[src/rtl/nwr_segmenter.sv]
// Splits a byte-addressed write transfer into RapidIO NWRITE packets of at most
// MAX_PKT_BYTES, passing user payload through and waiting for a per-packet ack.
//
// state    | meaning
// ---------+-------------------------------------------------------------
// IDLE     | ready for a transfer request; zero-length requests are dropped
// HDR      | size the next packet, register its address and size
// DATA     | pass payload beats through until the packet's last beat
// WAIT_ACK | hold outputs idle until the downstream acknowledges the packet
module nwr_segmenter #(
    parameter int DATA_WIDTH    = 64,
    parameter int LEN_WIDTH     = 20,
    parameter int ADDR_WIDTH    = 34,
    parameter int MAX_PKT_BYTES = 256
) (
    input  logic                    log_clk,
    input  logic                    log_rst,
    input  logic                    xfer_valid_in,
    output logic                    xfer_ready_o,
    input  logic [ADDR_WIDTH-1:0]   xfer_addr_in,
    input  logic [LEN_WIDTH-1:0]    xfer_len_in,
    input  logic [DATA_WIDTH-1:0]   s_tdata_in,
    input  logic                    s_tvalid_in,
    input  logic                    s_tlast_in,
    output logic                    s_tready_o,
    output logic [DATA_WIDTH-1:0]   m_tdata_o,
    output logic                    m_tvalid_o,
    input  logic                    m_tready_in,
    output logic [DATA_WIDTH/8-1:0] m_tkeep_o,
    output logic                    m_tfirst_o,
    output logic                    m_tlast_o,
    output logic [7:0]              m_tsize_o,
    output logic [ADDR_WIDTH-1:0]   m_addr_o,
    output logic                    m_done_o,
    input  logic                    pkt_ack_in,
    output logic                    len_err_o,
    output logic [15:0]             pkt_cnt_o
);

    localparam int BPB  = DATA_WIDTH / 8;
    localparam int SH   = $clog2(BPB);
    localparam int PB_W = $clog2(MAX_PKT_BYTES) + 1;
    localparam logic [LEN_WIDTH-1:0] MAX_LEN = LEN_WIDTH'(MAX_PKT_BYTES);

    typedef enum logic [1:0] {S_IDLE, S_HDR, S_DATA, S_WAIT_ACK} state_t;

    state_t                  state_q, state_d;
    logic [ADDR_WIDTH-1:0]   addr_q, addr_d;
    logic [LEN_WIDTH-1:0]    rem_q, rem_d;
    logic [SH-1:0]           tail_q, tail_d;
    logic [PB_W-1:0]         pkt_bytes_q, pkt_bytes_d;
    logic [PB_W-1:0]         beats_left_q, beats_left_d;
    logic                    first_q, first_d;
    logic                    last_pkt_q, last_pkt_d;
    logic [ADDR_WIDTH-1:0]   m_addr_q, m_addr_d;
    logic [7:0]              m_tsize_q, m_tsize_d;
    logic [15:0]             pkt_cnt_q, pkt_cnt_d;
    logic                    len_err_q, len_err_d;

    logic                    in_data;
    logic                    beat_xfer;
    logic                    pkt_end;
    logic                    xfer_end;
    logic [PB_W-1:0]         pkt_bytes_hdr;
    logic [PB_W-1:0]         pkt_bytes_m1;
    logic [BPB-1:0]          keep_last;

    assign in_data       = (state_q == S_DATA) && !log_rst;
    assign beat_xfer     = in_data && s_tvalid_in && m_tready_in;
    assign pkt_end       = (beats_left_q == '0);
    assign xfer_end      = last_pkt_q && pkt_end;
    assign pkt_bytes_hdr = (rem_q >= MAX_LEN) ? PB_W'(MAX_PKT_BYTES) : rem_q[PB_W-1:0];
    assign pkt_bytes_m1  = pkt_bytes_hdr - PB_W'(1);

    // Only the transfer's final beat can be partial; a zero tail means a full beat.
    always_comb begin
        keep_last = '0;
        for (int i = 0; i < BPB; i++) begin
            keep_last[i] = (tail_q == '0) || (i < int'(tail_q));
        end
    end

    always_comb begin
        state_d      = state_q;
        addr_d       = addr_q;
        rem_d        = rem_q;
        tail_d       = tail_q;
        pkt_bytes_d  = pkt_bytes_q;
        beats_left_d = beats_left_q;
        first_d      = first_q;
        last_pkt_d   = last_pkt_q;
        m_addr_d     = m_addr_q;
        m_tsize_d    = m_tsize_q;
        pkt_cnt_d    = pkt_cnt_q;
        len_err_d    = 1'b0;

        case (state_q)
            S_IDLE: begin
                if (xfer_valid_in && (xfer_len_in != '0)) begin
                    addr_d  = xfer_addr_in;
                    rem_d   = xfer_len_in;
                    tail_d  = xfer_len_in[SH-1:0];
                    state_d = S_HDR;
                end
            end
            S_HDR: begin
                pkt_bytes_d  = pkt_bytes_hdr;
                m_addr_d     = addr_q;
                m_tsize_d    = 8'(pkt_bytes_m1);
                beats_left_d = pkt_bytes_m1 >> SH;
                first_d      = 1'b1;
                last_pkt_d   = (rem_q <= MAX_LEN);
                state_d      = S_DATA;
            end
            S_DATA: begin
                if (beat_xfer) begin
                    first_d   = 1'b0;
                    len_err_d = (s_tlast_in != xfer_end);
                    if (pkt_end) begin
                        rem_d   = rem_q - LEN_WIDTH'(pkt_bytes_q);
                        addr_d  = addr_q + ADDR_WIDTH'(pkt_bytes_q);
                        state_d = S_WAIT_ACK;
                    end else begin
                        beats_left_d = beats_left_q - PB_W'(1);
                    end
                end
            end
            S_WAIT_ACK: begin
                if (pkt_ack_in) begin
                    pkt_cnt_d = pkt_cnt_q + 16'd1;
                    state_d   = (rem_q != '0) ? S_HDR : S_IDLE;
                end
            end
            default: state_d = S_IDLE;
        endcase
    end

    always_ff @(posedge log_clk) begin
        if (log_rst) begin
            state_q      <= S_IDLE;
            addr_q       <= '0;
            rem_q        <= '0;
            tail_q       <= '0;
            pkt_bytes_q  <= '0;
            beats_left_q <= '0;
            first_q      <= 1'b0;
            last_pkt_q   <= 1'b0;
            m_addr_q     <= '0;
            m_tsize_q    <= '0;
            pkt_cnt_q    <= '0;
            len_err_q    <= 1'b0;
        end else begin
            state_q      <= state_d;
            addr_q       <= addr_d;
            rem_q        <= rem_d;
            tail_q       <= tail_d;
            pkt_bytes_q  <= pkt_bytes_d;
            beats_left_q <= beats_left_d;
            first_q      <= first_d;
            last_pkt_q   <= last_pkt_d;
            m_addr_q     <= m_addr_d;
            m_tsize_q    <= m_tsize_d;
            pkt_cnt_q    <= pkt_cnt_d;
            len_err_q    <= len_err_d;
        end
    end

    // Outputs are forced low for the whole reset cycle, not just after the first edge.
    assign xfer_ready_o = (state_q == S_IDLE) && !log_rst;
    assign s_tready_o   = in_data && m_tready_in;
    assign m_tvalid_o   = in_data && s_tvalid_in;
    assign m_tdata_o    = in_data ? s_tdata_in : '0;
    assign m_tfirst_o   = in_data && first_q;
    assign m_tlast_o    = in_data && pkt_end;
    assign m_done_o     = in_data && xfer_end;
    assign m_tkeep_o    = !in_data ? '0 : (xfer_end ? keep_last : '1);
    assign m_tsize_o    = log_rst ? '0 : m_tsize_q;
    assign m_addr_o     = log_rst ? '0 : m_addr_q;
    assign pkt_cnt_o    = log_rst ? '0 : pkt_cnt_q;
    assign len_err_o    = len_err_q && !log_rst;

endmodule

[config.mk]
export PLATFORM = sky130hd
export DESIGN_NAME = nwr_segmenter
export DESIGN_NICKNAME = d
export VERILOG_FILES = /design/src/rtl/nwr_segmenter.sv
export SDC_FILE = /design/constraint.sdc
export NUM_CORES = 1
export LEC_CHECK = 0
export BUFFER_PORTS_ARGS = -buffer_cell sky130_fd_sc_hd__buf_2
export CAP_MARGIN = 20
export CORE_MARGIN = 1
export CORE_UTILIZATION = 40
export DETAILED_ROUTE_END_ITERATION = 6
export HOLD_SLACK_MARGIN = 0.08
export PLACE_DENSITY = 0.69
export SYNTH_ARGS = -nofsm -noshare
export SYNTH_HDL_FRONTEND = slang
export SYNTH_SLANG_ARGS = --single-unit
[constraint.sdc]
create_clock -name log_clk -period 4.9 [get_ports log_clk]
set_clock_uncertainty 0.15 [all_clocks]
set_input_delay 0.98 -clock log_clk [delete_from_list [all_inputs] [get_ports log_clk]]
set_output_delay 0.98 -clock log_clk [all_outputs]
set_load 0.05 [all_outputs]
Word-level counts from Yosys, hierarchy flattened. Index checks and enable logic that the tools add are counted.

Register bits after elaboration: 138. Output and inout port bits: 137. Word-level logic and storage cells: 96. Bits in read-only memories: 0. Input bits: 125. Bits in latches: 0. Memories: 0. Bits in writable memories: 0.

Div/mod/pow operators: 0. Muxes and demuxes: 26. $lt $le $gt $ge: 9. $add $sub $neg: 5. Multiply operators: 0. Shift-type cells: 0. Eq/ne operators: 9. Reduce and logical (&&, ||, !) cells: 33. Bitwise operators: 2.

Operators by type and width (number): 2-to-1 mux 34 bit (4); one-hot mux 34 bit (2 select lines) (1); 2-to-1 mux 64 bit (1); 2-to-1 mux 20 bit (3); one-hot mux 20 bit (2 select lines) (1); nonzero test 20 bit (2); adder 34 x 9 -> 34 bit (1); 2-to-1 mux 9 bit (3); 2-to-1 mux 8 bit (3); greater-or-equal comparator 20 x 9 -> 1 bit, second input constant (1); less-or-equal comparator 20 x 9 -> 1 bit, second input constant (1); subtractor 20 x 9 -> 20 bit (1); one-hot mux 9 bit (2 select lines) (1); subtractor 9 x 1 -> 9 bit, second input constant (2); adder 16 x 1 -> 16 bit, second input constant (1); 2-to-1 mux 16 bit (1); logical AND 1 bit (11); inequality test 2 bit, second input constant (5); zero test 9 bit (1); < comparator 3 bit, first input constant (3); 2-to-1 mux 2 bit (4); one-hot mux 2 bit (4 select lines) (1); AND reduction 4 bit (2); logical OR 1 bit (7); other kinds (15) (23).

Depth between registers and ports, before layout. Gate-level depths: netlist of the first run.

Depth after elaboration: 6. Mapped depth: 12. Mapped depth without buffers: 9.

Least setup slack after synthesis of the first run. OpenSTA, ideal clock, no wires.

Path type: input to output. Start: input log_rst. End: output m_done_o. Stages on the path: 5. Buffers on the path: 1. Data arrival time: 2.490 ns. Required time: 3.770 ns. Path slack: 1.280 ns. Path through: inv_1 -> nand2_1 -> inv_1 -> clkbuf_1 -> and3_1.

Cells in the longest elaborated chain, start to end: 3.

Ends and longest elaborated chain: start: declaration (RTL line 17) `input logic log_rst,`; zero test 1 bit (RTL line 68) `assign in_data = (state_q == S_DATA) && !log_rst;`; logical AND 1 bit (RTL line 68); logical AND 1 bit (RTL line 175) `assign m_done_o = in_data && xfer_end;`; end: declaration (RTL line 34) `output logic m_done_o,`.

Every way passes these cells.

Worst setup path after layout of the first run.
Start: register beats_left_q[0]. End: output m_tkeep_o[3].

Cells in the longest elaborated chain, start to end: 4.

Ends and longest elaborated chain: start: declaration (RTL line 52) `logic [PB_W-1:0] beats_left_q, beats_left_d;`; start signal: assignment (RTL line 158) `beats_left_q <= beats_left_d;`; zero test 9 bit (RTL line 70) `assign pkt_end = (beats_left_q == '0);`; logical AND 1 bit (RTL line 71) `assign xfer_end = last_pkt_q && pkt_end;`; 2-to-1 mux 8 bit (2 in series) (RTL line 176) `assign m_tkeep_o = !in_data ? '0 : (xfer_end ? keep_last : '1);`; end: declaration (RTL line 29) `output logic [DATA_WIDTH/8-1:0] m_tkeep_o,`.

Every way passes these cells.

==> results of run 1 <==
## flip-flops by register name (all words and copies together) (netlist names), 2 cells and up
| name | count |
|---|---|
| addr_q | 34 |
| m_addr_q | 34 |
| rem_q | 20 |
| pkt_cnt_q | 16 |
| beats_left_q | 9 |
| pkt_bytes_q | 9 |
| m_tsize_q | 8 |
| tail_q | 3 |
| state_q | 2 |
## cell type report
class,instances,area (sq um),share of cell area
Multi-Input combinational cell,867,5480,0.514
Clock buffer,19,443,0.0416
Clock inverter,13,120,0.0113
Tap cell,275,344,0.0323
Sequential cell,138,2760,0.259
Timing Repair Buffer,270,1390,0.130
Inverter,31,116,0.0109
## synth_stat cells (30+ instances only)
| master | n | area, sq um |
|---|---|---|
| a21oi_1 | 73 | 365 |
| and3_1 | 82 | 513 |
| clkbuf_1 | 64 | 240 |
| dfxtp_1 | 138 | 2760 |
| inv_1 | 30 | 113 |
| mux2i_1 | 45 | 450 |
| nand2_1 | 69 | 259 |
| nand3_1 | 34 | 170 |
| nor2_1 | 109 | 409 |
| nor2b_1 | 75 | 469 |
| o21ai_0 | 69 | 345 |
## worst max-delay path by stage
stage / startpoint / end / slack, ps
after floorplan: log_rst / m_done_o / 1280
after global placement: log_rst / m_tvalid_o / 1080
after global routing: beats_left_q[0]$_SDFFE_PP0P_ / m_tkeep_o[6] / 870
final: beats_left_q[0]$_SDFFE_PP0P_ / m_tkeep_o[3] / 1010
after detailed placement: log_rst / m_tvalid_o / 1070
after CTS: beats_left_q[0]$_SDFFE_PP0P_ / m_tkeep_o[3] / 1030
## cells in the final DEF (no fill, tap or decap), types with 6 or more instances in the layout
master / n
o31a_1: 10
nor2b_1: 75
nand2b_1: 13
o21ai_0: 69
clkbuf_16: 17
nor4_1: 21
o21a_1: 11
o31ai_1: 6
a31oi_1: 18
or3_1: 9
mux2i_1: 45
a21oi_1: 73
nor3_1: 25
or4_1: 7
nand2_1: 69
buf_2: 260
xnor2_1: 12
nor2_1: 109
inv_1: 29
a211oi_1: 22
ha_1: 23
xor2_1: 15
o21bai_1: 7
nand4_1: 13
dfxtp_1: 138
o211ai_1: 16
buf_4: 9
and3_1: 82
nand3_1: 34
o311ai_0: 6
## layer usage
metal  wire [um]  GRT usage  vias up
li1            -          -     4504
met1       11600      0.292     4207
met2       14500      0.455      323
met3        1580     0.0477       58
met4         952      0.110        0
met5           0          0        -
## per-stage QoR
step           worst slack (ps)  area (sq um)
4_1_cts                    1030         10700
2_1_floorplan              1280          8650
5_1_grt                     865         10700
3_3_place_gp               1080         10100
3_5_place_dp               1070         10100
6_report                   1010         10700
## critical path: cells and delay by family, from the launching register on
kind	cells	cell delay (ps)
buffers and inverters	2	320
AO/OA/AOI/OAI	1	310
flip-flops	1	310
AND/OR/NAND/NOR	3	1170
adder cells (fa/ha/maj)	1	220
## power by group
| group | total, mW | switching [mW] | leakage (nW) | internal (mW) |
|---|---|---|---|---|
| Combinational | 2.65 | 1.69 | 3.42 | 0.966 |
| Clock | 1.24 | 0.528 | 0.270 | 0.714 |
| Sequential | 1.76 | 0.346 | 1.13 | 1.42 |
## cells by family (layout without fill, tap and decap cells)
kind of cell	count (synthesis)	count (layout)	synth area share
AND/OR/NAND/NOR	478	478	0.293
AO/OA/AOI/OAI	290	290	0.218
flip-flops	138	138	0.319
buffers and inverters	111	333	0.0492
multiplexers	45	45	0.0521
adder cells (fa/ha/maj)	27	27	0.0408
XOR/XNOR	27	27	0.0273
==> flow_metrics.py, run 1 <==
metrics = {
    "placed_design": {
        "hpwlAfterDp_mm": 20.3,
        "portBuffers": 261,
        "place_inst": 1581,
        "gp_congestion": 0.933,
    },
    "floorplanning": {
        "num_rows": 53,
        "pin_count": 262,
        "die_w_um": 149,
        "dieArea_sq_um": 22200,
        "dieHeight_um": 149,
        "start_util": 0.410,
        "core-area_sq_um": 21100,
    },
    "clock_tree": {
        "cts.path.max_buffers": 2,
        "cts_tree": "built",
        "cts_resized": 0,
        "clk_latency_ps": 430,
        "cts_made_buffers": 17,
        "clkTransAtPathRegs_ps": 60,
        "cts.sinks": 138,
        "cts_setup_buffers": 0,
        "htreeDepth": 4,
        "root_buffer": "clkbuf_16",
        "hold_buffers": 0,
    },
    "sta": {
        "final.period_utilization": 0.794,
        "hold_viol": 0,
        "fmax_ghz": 0.257,
        "fin_hold_ws_ps": 287,
        "setup_viol": 0,
        "totalNegativeSetupSlack_ps": 0,
        "worst_pin_slew_ps": 1100,
        "drv_slew": 0,
        "relSlewSlack": 0.263,
        "rsz0062_at_grt": "no",
        "layout_min_cycle_time_ps": 3890,
    },
    "detailed_routing": {
        "drt_iter0_markers": 691,
        "vias_per_cell": 5.64,
        "wl_per_cell_um": 17.7,
        "vias": 9092,
        "drcViolationCount": 0,
        "final_antenna_net_count": 0,
        "firstDrtPassIters": 5,
        "totalWireLength_mm": 28.6,
    },
    "cells_and_area": {
        "fillers": 2066,
        "final_core_utilization": 0.505,
        "area_delta_synth_final_pct": 23.2,
        "stdcell_count": 1613,
        "antennaDiodeCount": 0,
        "fin_nets": 1477,
        "drive_gt1_frac": 0.235,
    },
    "synth": {
        "ys_warn_count": 0,
        "avgSynthCellArea_sq_um": 7.75,
        "yosys_most_used_dff": "dfxtp_1",
        "async_flop_share": 0,
        "ys_seq_area_frac": 0.319,
        "synth-edff-count": 0,
        "synth_nets": 1268,
        "synth_area_sq_um": 8650,
        "syn_inst": 1116,
        "ys_seq_elements": 138,
        "synth.distinct_cells": 68,
    },
    "global_route": {
        "grt_start_max_net_pins": 144,
        "antenna_found_initial": 1,
        "grt_pass1_wl_mm": 43.7,
        "overflow": 0,
        "grtUsageTotal": 0.254,
        "grt_pass1_vias": 8276,
    },
    "setup_path": {
        "crit_arrival_ps": 2760,
        "path_cells": "inv_1 -> ha_1 -> or4b_1 -> nor2_1 -> nand2_1 -> o31a_1 -> buf_2",
        "r2r_setup_slack_ps": 1410,
        "required_ps": 3770,
        "end_kind": "output pin",
        "critPathSlowestCell": "or4b_1",
        "r2r-start": "beats_left_q[0]$_SDFFE_PP0P_",
        "critPathLaunchType": "register",
        "crit_fanout": 6,
        "critPathKind": "register to output pin",
        "critical_path.max_stage_delay_ps": 620,
        "worstReg2RegEnd": "addr_q[8]$_SDFFE_PP0P_",
        "r2r_cells": 8,
    },
    "hold_path": {
        "hold_start": "beats_left_q[8]$_SDFFE_PP0P_",
        "hp-class": "register to register",
        "hold_depth": 2,
        "hold_path_end": "beats_left_q[8]$_SDFFE_PP0P_",
    },
    "power_and_ir_drop": {
        "p_per_area_nw_per_um2": 531,
        "finalPower_mw": 5.66,
        "cellLeakagePower_nw": 4.81,
        "vdd_drop_max_mv": 0.369,
    },
    "flow_run": {
        "maxCapViolCount": 0,
    },
    "status": {
        "status": "finished, final reports clean",
    },
}
Note: power is estimated with default switching activity, not from simulation.
==> run 2: changes to the inputs <==
--- a/config.mk
+++ b/config.mk
@@ -5,13 +5,14 @@
 export SDC_FILE = /design/constraint.sdc
 export NUM_CORES = 1
 export LEC_CHECK = 0
+export ABC_AREA = 1
 export BUFFER_PORTS_ARGS = -buffer_cell sky130_fd_sc_hd__buf_2
 export CAP_MARGIN = 20
 export CORE_MARGIN = 1
 export CORE_UTILIZATION = 40
 export DETAILED_ROUTE_END_ITERATION = 6
 export HOLD_SLACK_MARGIN = 0.08
-export PLACE_DENSITY = 0.69
+export PLACE_DENSITY = 0.7
 export SYNTH_ARGS = -nofsm -noshare
 export SYNTH_HDL_FRONTEND = slang
 export SYNTH_SLANG_ARGS = --single-unit
==> constraint.sdc (replaced) <==
create_clock -name log_clk -period 3.35 [get_ports log_clk]
set_clock_uncertainty 0.15 [all_clocks]
set_input_delay 0.67 -clock log_clk [delete_from_list [all_inputs] [get_ports log_clk]]
set_output_delay 0.67 -clock log_clk [all_outputs]
set_load 0.05 [all_outputs]
==> flow_metrics.py, run 2 <==
metrics = {
    "synth": {
        "synth_nets": 1756,
        "ys_top_cells_by_count": "nand2_1, nor2_1, inv_1",
        "yosys_most_used_dff": "dfxtp_1",
        "synth-edff-count": 0,
        "ys_seq_elements": 138,
        "synth_area_sq_um": 9380,
        "synthTopCellsByArea": "dfxtp_1, nand2_1, nor2_1",
        "avgSynthCellArea_sq_um": 5.85,
        "yosysTopAreaCell": "dfxtp_1",
        "synth.top_cell.area_share": 0.294,
        "ys_warn_count": 0,
        "synth.distinct_cells": 42,
        "syn_inst": 1604,
        "synth.most_common_cell": "nand2_1",
        "async_flop_share": 0,
        "ys_seq_area_frac": 0.294,
    },
    "hold_path": {
        "hp-class": "register to register",
        "hold_start": "m_addr_q[4]$_SDFFE_PP0N_",
        "hold_path_end": "m_addr_q[4]$_SDFFE_PP0N_",
        "hold_depth": 2,
    },
    "cells_and_area": {
        "drive_gt1_frac": 0.183,
        "fillers": 2377,
        "final_core_utilization": 0.504,
        "fin_nets": 1983,
        "fin_area_sq_um": 11500,
        "area_delta_synth_final_pct": 22.6,
        "stdcell_count": 2155,
        "layout_common_cells": "nand2_1, nor2_1, inv_1",
        "antennaDiodeCount": 0,
        "final_common_cell": "nand2_1",
        "top_regs": "addr_q x34, m_addr_q x34, rem_q x20",
    },
    "detailed_routing": {
        "drcViolationCount": 0,
        "totalWireLength_mm": 27.7,
        "drt_iter0_markers": 810,
        "vias": 10500,
        "firstDrtPassIters": 7,
        "vias_per_cell": 4.86,
        "wl_per_cell_um": 12.8,
        "final_antenna_net_count": 0,
    },
    "sta": {
        "hold_viol": 0,
        "drv_slew": 0,
        "fmax_ghz": 0.314,
        "rsz0062_at_grt": "no",
        "relSlewSlack": 0.424,
        "totalNegativeSetupSlack_ps": 0,
        "layout_min_cycle_time_ps": 3180,
        "setup_viol": 0,
        "fin_hold_ws_ps": 313,
        "setup_ws_ps": 167,
        "worst_pin_slew_ps": 865,
        "final.period_utilization": 0.950,
    },
    "flow_run": {
        "maxCapViolCount": 0,
    },
    "floorplanning": {
        "dieArea_sq_um": 24100,
        "start_util": 0.411,
        "pin_count": 262,
        "core-area_sq_um": 22800,
        "die_w_um": 155,
        "dieHeight_um": 155,
        "num_rows": 55,
    },
    "clock_tree": {
        "cts.sinks": 138,
        "cts_made_buffers": 17,
        "cts.path.max_buffers": 2,
        "root_buffer": "clkbuf_16",
        "clk_latency_ps": 420,
        "cts_resized": 0,
        "cts_setup_buffers": 0,
        "clkTransAtPathRegs_ps": 60,
        "htreeDepth": 4,
        "cts_tree": "built",
        "hold_buffers": 0,
    },
    "setup_path": {
        "critPathKind": "register to output pin",
        "worstReg2RegEnd": "addr_q[13]$_SDFFE_PP0P_",
        "r2r-start": "state_q[0]$_SDFFE_PP0P_",
        "crit_arrival_ps": 2360,
        "r2r_setup_slack_ps": 710,
        "end_kind": "output pin",
        "crit_fanout": 72,
        "r2r_cells": 15,
        "critPathLaunchType": "register",
        "required_ps": 2530,
    },
    "power_and_ir_drop": {
        "p_per_area_nw_per_um2": 892,
        "vdd_drop_max_mv": 0.488,
        "finalPower_mw": 10.3,
        "cellLeakagePower_nw": 5.93,
    },
    "global_route": {
        "grt_pass1_vias": 9296,
        "grt_pass1_wl_mm": 44.9,
        "grtUsageTotal": 0.230,
        "grt_start_max_net_pins": 85,
        "overflow": 0,
        "antenna_found_initial": 0,
    },
    "placed_design": {
        "place_inst": 2125,
        "portBuffers": 261,
        "hpwlAfterDp_mm": 21.0,
        "post_dp_cell_area_sq_um": 10900,
        "dp_slack_ps": 563,
        "gp_congestion": 0.917,
    },
    "status": {
        "status": "finished, final reports clean",
    },
}
## run 2: cell count changes after synthesis, moves of 64 or more
cell / before / now
a21oi_1: 73 / 137
and3_1: 82 / 0
inv_1: 30 / 277
nand2_1: 69 / 337
nand3_1: 34 / 106
nor2_1: 109 / 288
nor2b_1: 75 / 1
## run 2: power by group
group	switching (mW)	internal (mW)	total (mW)
Combinational	3.97	1.71	5.68
Clock	0.728	1.12	1.85
Sequential	0.512	2.21	2.72
Total	5.21	5.05	10.3
## run 2: cells by family (layout without fill, tap and decap cells)
| kind of cell | Yosys count | count (layout) | synth area share |
|---|---|---|---|
| and+or+nand+nor | 800 | 800 | 0.356 |
| buffers and inverters | 348 | 586 | 0.144 |
| AOI/OAI and AO/OA | 281 | 281 | 0.158 |
| DFF | 138 | 138 | 0.294 |
| adders and majority gates | 27 | 27 | 0.0376 |
| xor gates and xnor gates | 10 | 10 | 0.00933 |
## run 2: worst max path at each step
stage	slack (ps)	from	endpoint
floorplan	100	log_rst	m_tkeep_o[4]
global placement	600	log_rst	m_tkeep_o[4]
detailed placement	560	beats_left_q[0]$_SDFFE_PP0P_	m_tkeep_o[1]
CTS	100	beats_left_q[0]$_SDFFE_PP0P_	m_tkeep_o[1]
global route	10	state_q[0]$_SDFFE_PP0P_	m_tkeep_o[4]
finish	170	state_q[0]$_SDFFE_PP0P_	m_tkeep_o[4]
## run 2: layout make-up
| class | instances | area, sq um | share of cell area |
|---|---|---|---|
| well taps | 313 | 392 | 0.0340 |
| flip-flops and latches | 138 | 2760 | 0.240 |
| clock inverters | 11 | 124 | 0.0108 |
| clock buffers | 19 | 453 | 0.0394 |
| multi-input cells | 1118 | 5280 | 0.459 |
| repair buffers | 273 | 1420 | 0.124 |
| inverters | 283 | 1060 | 0.0926 |
## run 2: critical path: stages (launching register included)
cell and delay, ps:
dfxtp_1 350, inv_1 120, ha_2 260, inv_2 80, nor2_8 140, inv_4 60, buf_4 320, o31ai_1 310
buf_2 300
## run 2: layer usage
| layer | global-route usage | vias up | part of all wire |
|---|---|---|---|
| li1 | - | 5470 | - |
| met1 | 0.307 | 4651 | 0.47 |
| met2 | 0.387 | 327 | 0.46 |
| met3 | 0.0373 | 24 | 0.059 |
| met4 | 0.0504 | 0 | 0.0099 |
| met5 | 0 | - | 0 |
==> run 3: changes to the inputs <==
--- a/config.mk
+++ b/config.mk
@@ -5,14 +5,13 @@
 export SDC_FILE = /design/constraint.sdc
 export NUM_CORES = 1
 export LEC_CHECK = 0
-export ABC_AREA = 1
 export BUFFER_PORTS_ARGS = -buffer_cell sky130_fd_sc_hd__buf_2
 export CAP_MARGIN = 20
 export CORE_MARGIN = 1
 export CORE_UTILIZATION = 40
 export DETAILED_ROUTE_END_ITERATION = 6
 export HOLD_SLACK_MARGIN = 0.08
-export PLACE_DENSITY = 0.7
+export PLACE_DENSITY = 0.71
 export SYNTH_ARGS = -nofsm -noshare
 export SYNTH_HDL_FRONTEND = slang
 export SYNTH_SLANG_ARGS = --single-unit
==> flow_metrics.py, run 3 (synthesized netlist as in run 1, its figures left out) <==
metrics = {
    "setup_path": {
        "end_kind": "output pin",
        "crit_arrival_ps": 2420,
        "crit_fanout": 6,
        "r2r_setup_slack_ps": 380,
        "r2r-start": "beats_left_q[0]$_SDFFE_PP0P_",
        "required_ps": 2530,
        "worstReg2RegEnd": "addr_q[17]$_SDFFE_PP0P_",
        "r2r_cells": 8,
        "critPathLaunchType": "register",
        "critPathKind": "register to output pin",
    },
    "placed_design": {
        "hpwlAfterDp_mm": 20.7,
        "dp_slack_ps": 308,
        "gp_congestion": 0.873,
        "place_inst": 1593,
        "portBuffers": 261,
    },
    "power_and_ir_drop": {
        "cellLeakagePower_nw": 4.91,
        "vdd_drop_max_mv": 0.549,
        "p_per_area_nw_per_um2": 786,
    },
    "global_route": {
        "grt_pass1_vias": 8456,
        "grt_util_met3": 0.0480,
        "antenna_found_initial": 1,
        "busiest_layer": "met2",
        "grt.met1_usage": 0.295,
        "grt_util_met2": 0.438,
        "grt_pass1_wl_mm": 43.5,
        "grt_start_max_net_pins": 102,
        "overflow": 0,
        "grtUsageTotal": 0.251,
    },
    "floorplanning": {
        "core-area_sq_um": 21100,
        "die_w_um": 149,
        "start_util": 0.410,
        "pin_count": 262,
        "num_rows": 53,
        "dieArea_sq_um": 22200,
        "dieHeight_um": 149,
    },
    "detailed_routing": {
        "vias": 9265,
        "drcViolationCount": 0,
        "totalWireLength_mm": 28.3,
        "drt_iter0_markers": 659,
        "vias_per_cell": 5.70,
        "wl_per_cell_um": 17.4,
        "final_antenna_net_count": 0,
        "firstDrtPassIters": 5,
    },
    "sta": {
        "hold_viol": 0,
        "final.period_utilization": 0.966,
        "setup_ws_ps": 114,
        "relSlewSlack": 0.520,
        "setup_viol": 0,
        "drv_slew": 0,
        "fin_hold_ws_ps": 296,
        "totalNegativeSetupSlack_ps": 0,
        "fmax_ghz": 0.309,
        "layout_min_cycle_time_ps": 3240,
        "worst_pin_slew_ps": 713,
    },
    "hold_path": {
        "hp-class": "register to register",
        "hold_path_end": "beats_left_q[8]$_SDFFE_PP0P_",
        "hold_start": "beats_left_q[8]$_SDFFE_PP0P_",
        "hold_depth": 2,
    },
    "clock_tree": {
        "cts_setup_buffers": 0,
        "cts_tree": "built",
        "root_buffer": "clkbuf_16",
        "clk_latency_ps": 430,
        "hold_buffers": 0,
        "clkTransAtPathRegs_ps": 70,
        "cts.path.max_buffers": 2,
        "htreeDepth": 4,
        "cts_made_buffers": 17,
        "cts.sinks": 138,
    },
    "cells_and_area": {
        "layout_common_cells": "buf_2, dfxtp_1, nor2_1",
        "final_core_utilization": 0.513,
        "final_common_cell": "buf_2",
        "top_regs": "addr_q x34, m_addr_q x34, rem_q x20",
        "drive_gt1_frac": 0.246,
        "fin_nets": 1489,
        "area_delta_synth_final_pct": 25.1,
        "stdcell_count": 1626,
    },
    "flow_run": {
        "maxCapViolCount": 0,
    },
    "status": {
        "status": "finished, final reports clean",
    },
}
## run 3: worst max-delay path by stage
stage	cells after the start	slack [ps]	to	from
finish	8	110	m_tkeep_o[5]	beats_left_q[0]$_SDFFE_PP0P_
CTS	8	20	m_tkeep_o[6]	beats_left_q[0]$_SDFFE_PP0P_
global placement	8	390	m_tkeep_o[6]	beats_left_q[0]$_SDFFE_PP0P_
detailed placement	8	310	m_tkeep_o[6]	beats_left_q[0]$_SDFFE_PP0P_
floorplan	5	280	m_tlast_o	beats_left_q[0]$_SDFFE_PP0P_
global route	8	-0.09	m_tkeep_o[6]	beats_left_q[0]$_SDFFE_PP0P_
## run 3: layer usage
layer	share of wire	vias up
li1	-	4512
met1	0.41	4327
met2	0.50	360
met3	0.064	64
met4	0.034	2
met5	0.00039	-
## run 3: timing repair
item,CTS,global route
pin swaps,0,0
setup endpoints to repair,6,6
resized for setup,2,4
hold endpoints to repair,0,0
## run 3: power by group
part	leakage [nW]	internal, mW	total [mW]	switching, mW
sequential	1.13	2.07	2.60	0.524
combinational	3.48	1.48	3.97	2.49
clock	0.298	1.13	1.94	0.802
## run 3: critical path, cell delays in order, from the launching register on
cell,delay [ps]
dfxtp_1,310
inv_1,120
ha_2,220
or4b_4,540
nor2_4,190
nand2_2,120
nor2_2,180
a21oi_1,80
buf_2,230
## run 3: through the flow
| step | power, mW | instance area, sq um |
|---|---|---|
| after floorplan | 5.46 | 8650 |
| after global placement | 6.42 | 10200 |
| after detailed placement | 6.48 | 10200 |
| after CTS | 8.47 | 10800 |
| after global routing | 9.04 | 10800 |
| final | 8.50 | 10800 |
## run 3: final cells by class
type	instances	area [sq um]
well taps	275	344
flip-flops and latches	138	2760
clock inverters	14	160
inverters	31	116
multi-input cells	867	5500
repair buffers	282	1490
clock buffers	18	439
diodes	1	2.50
fillers	2071	10300
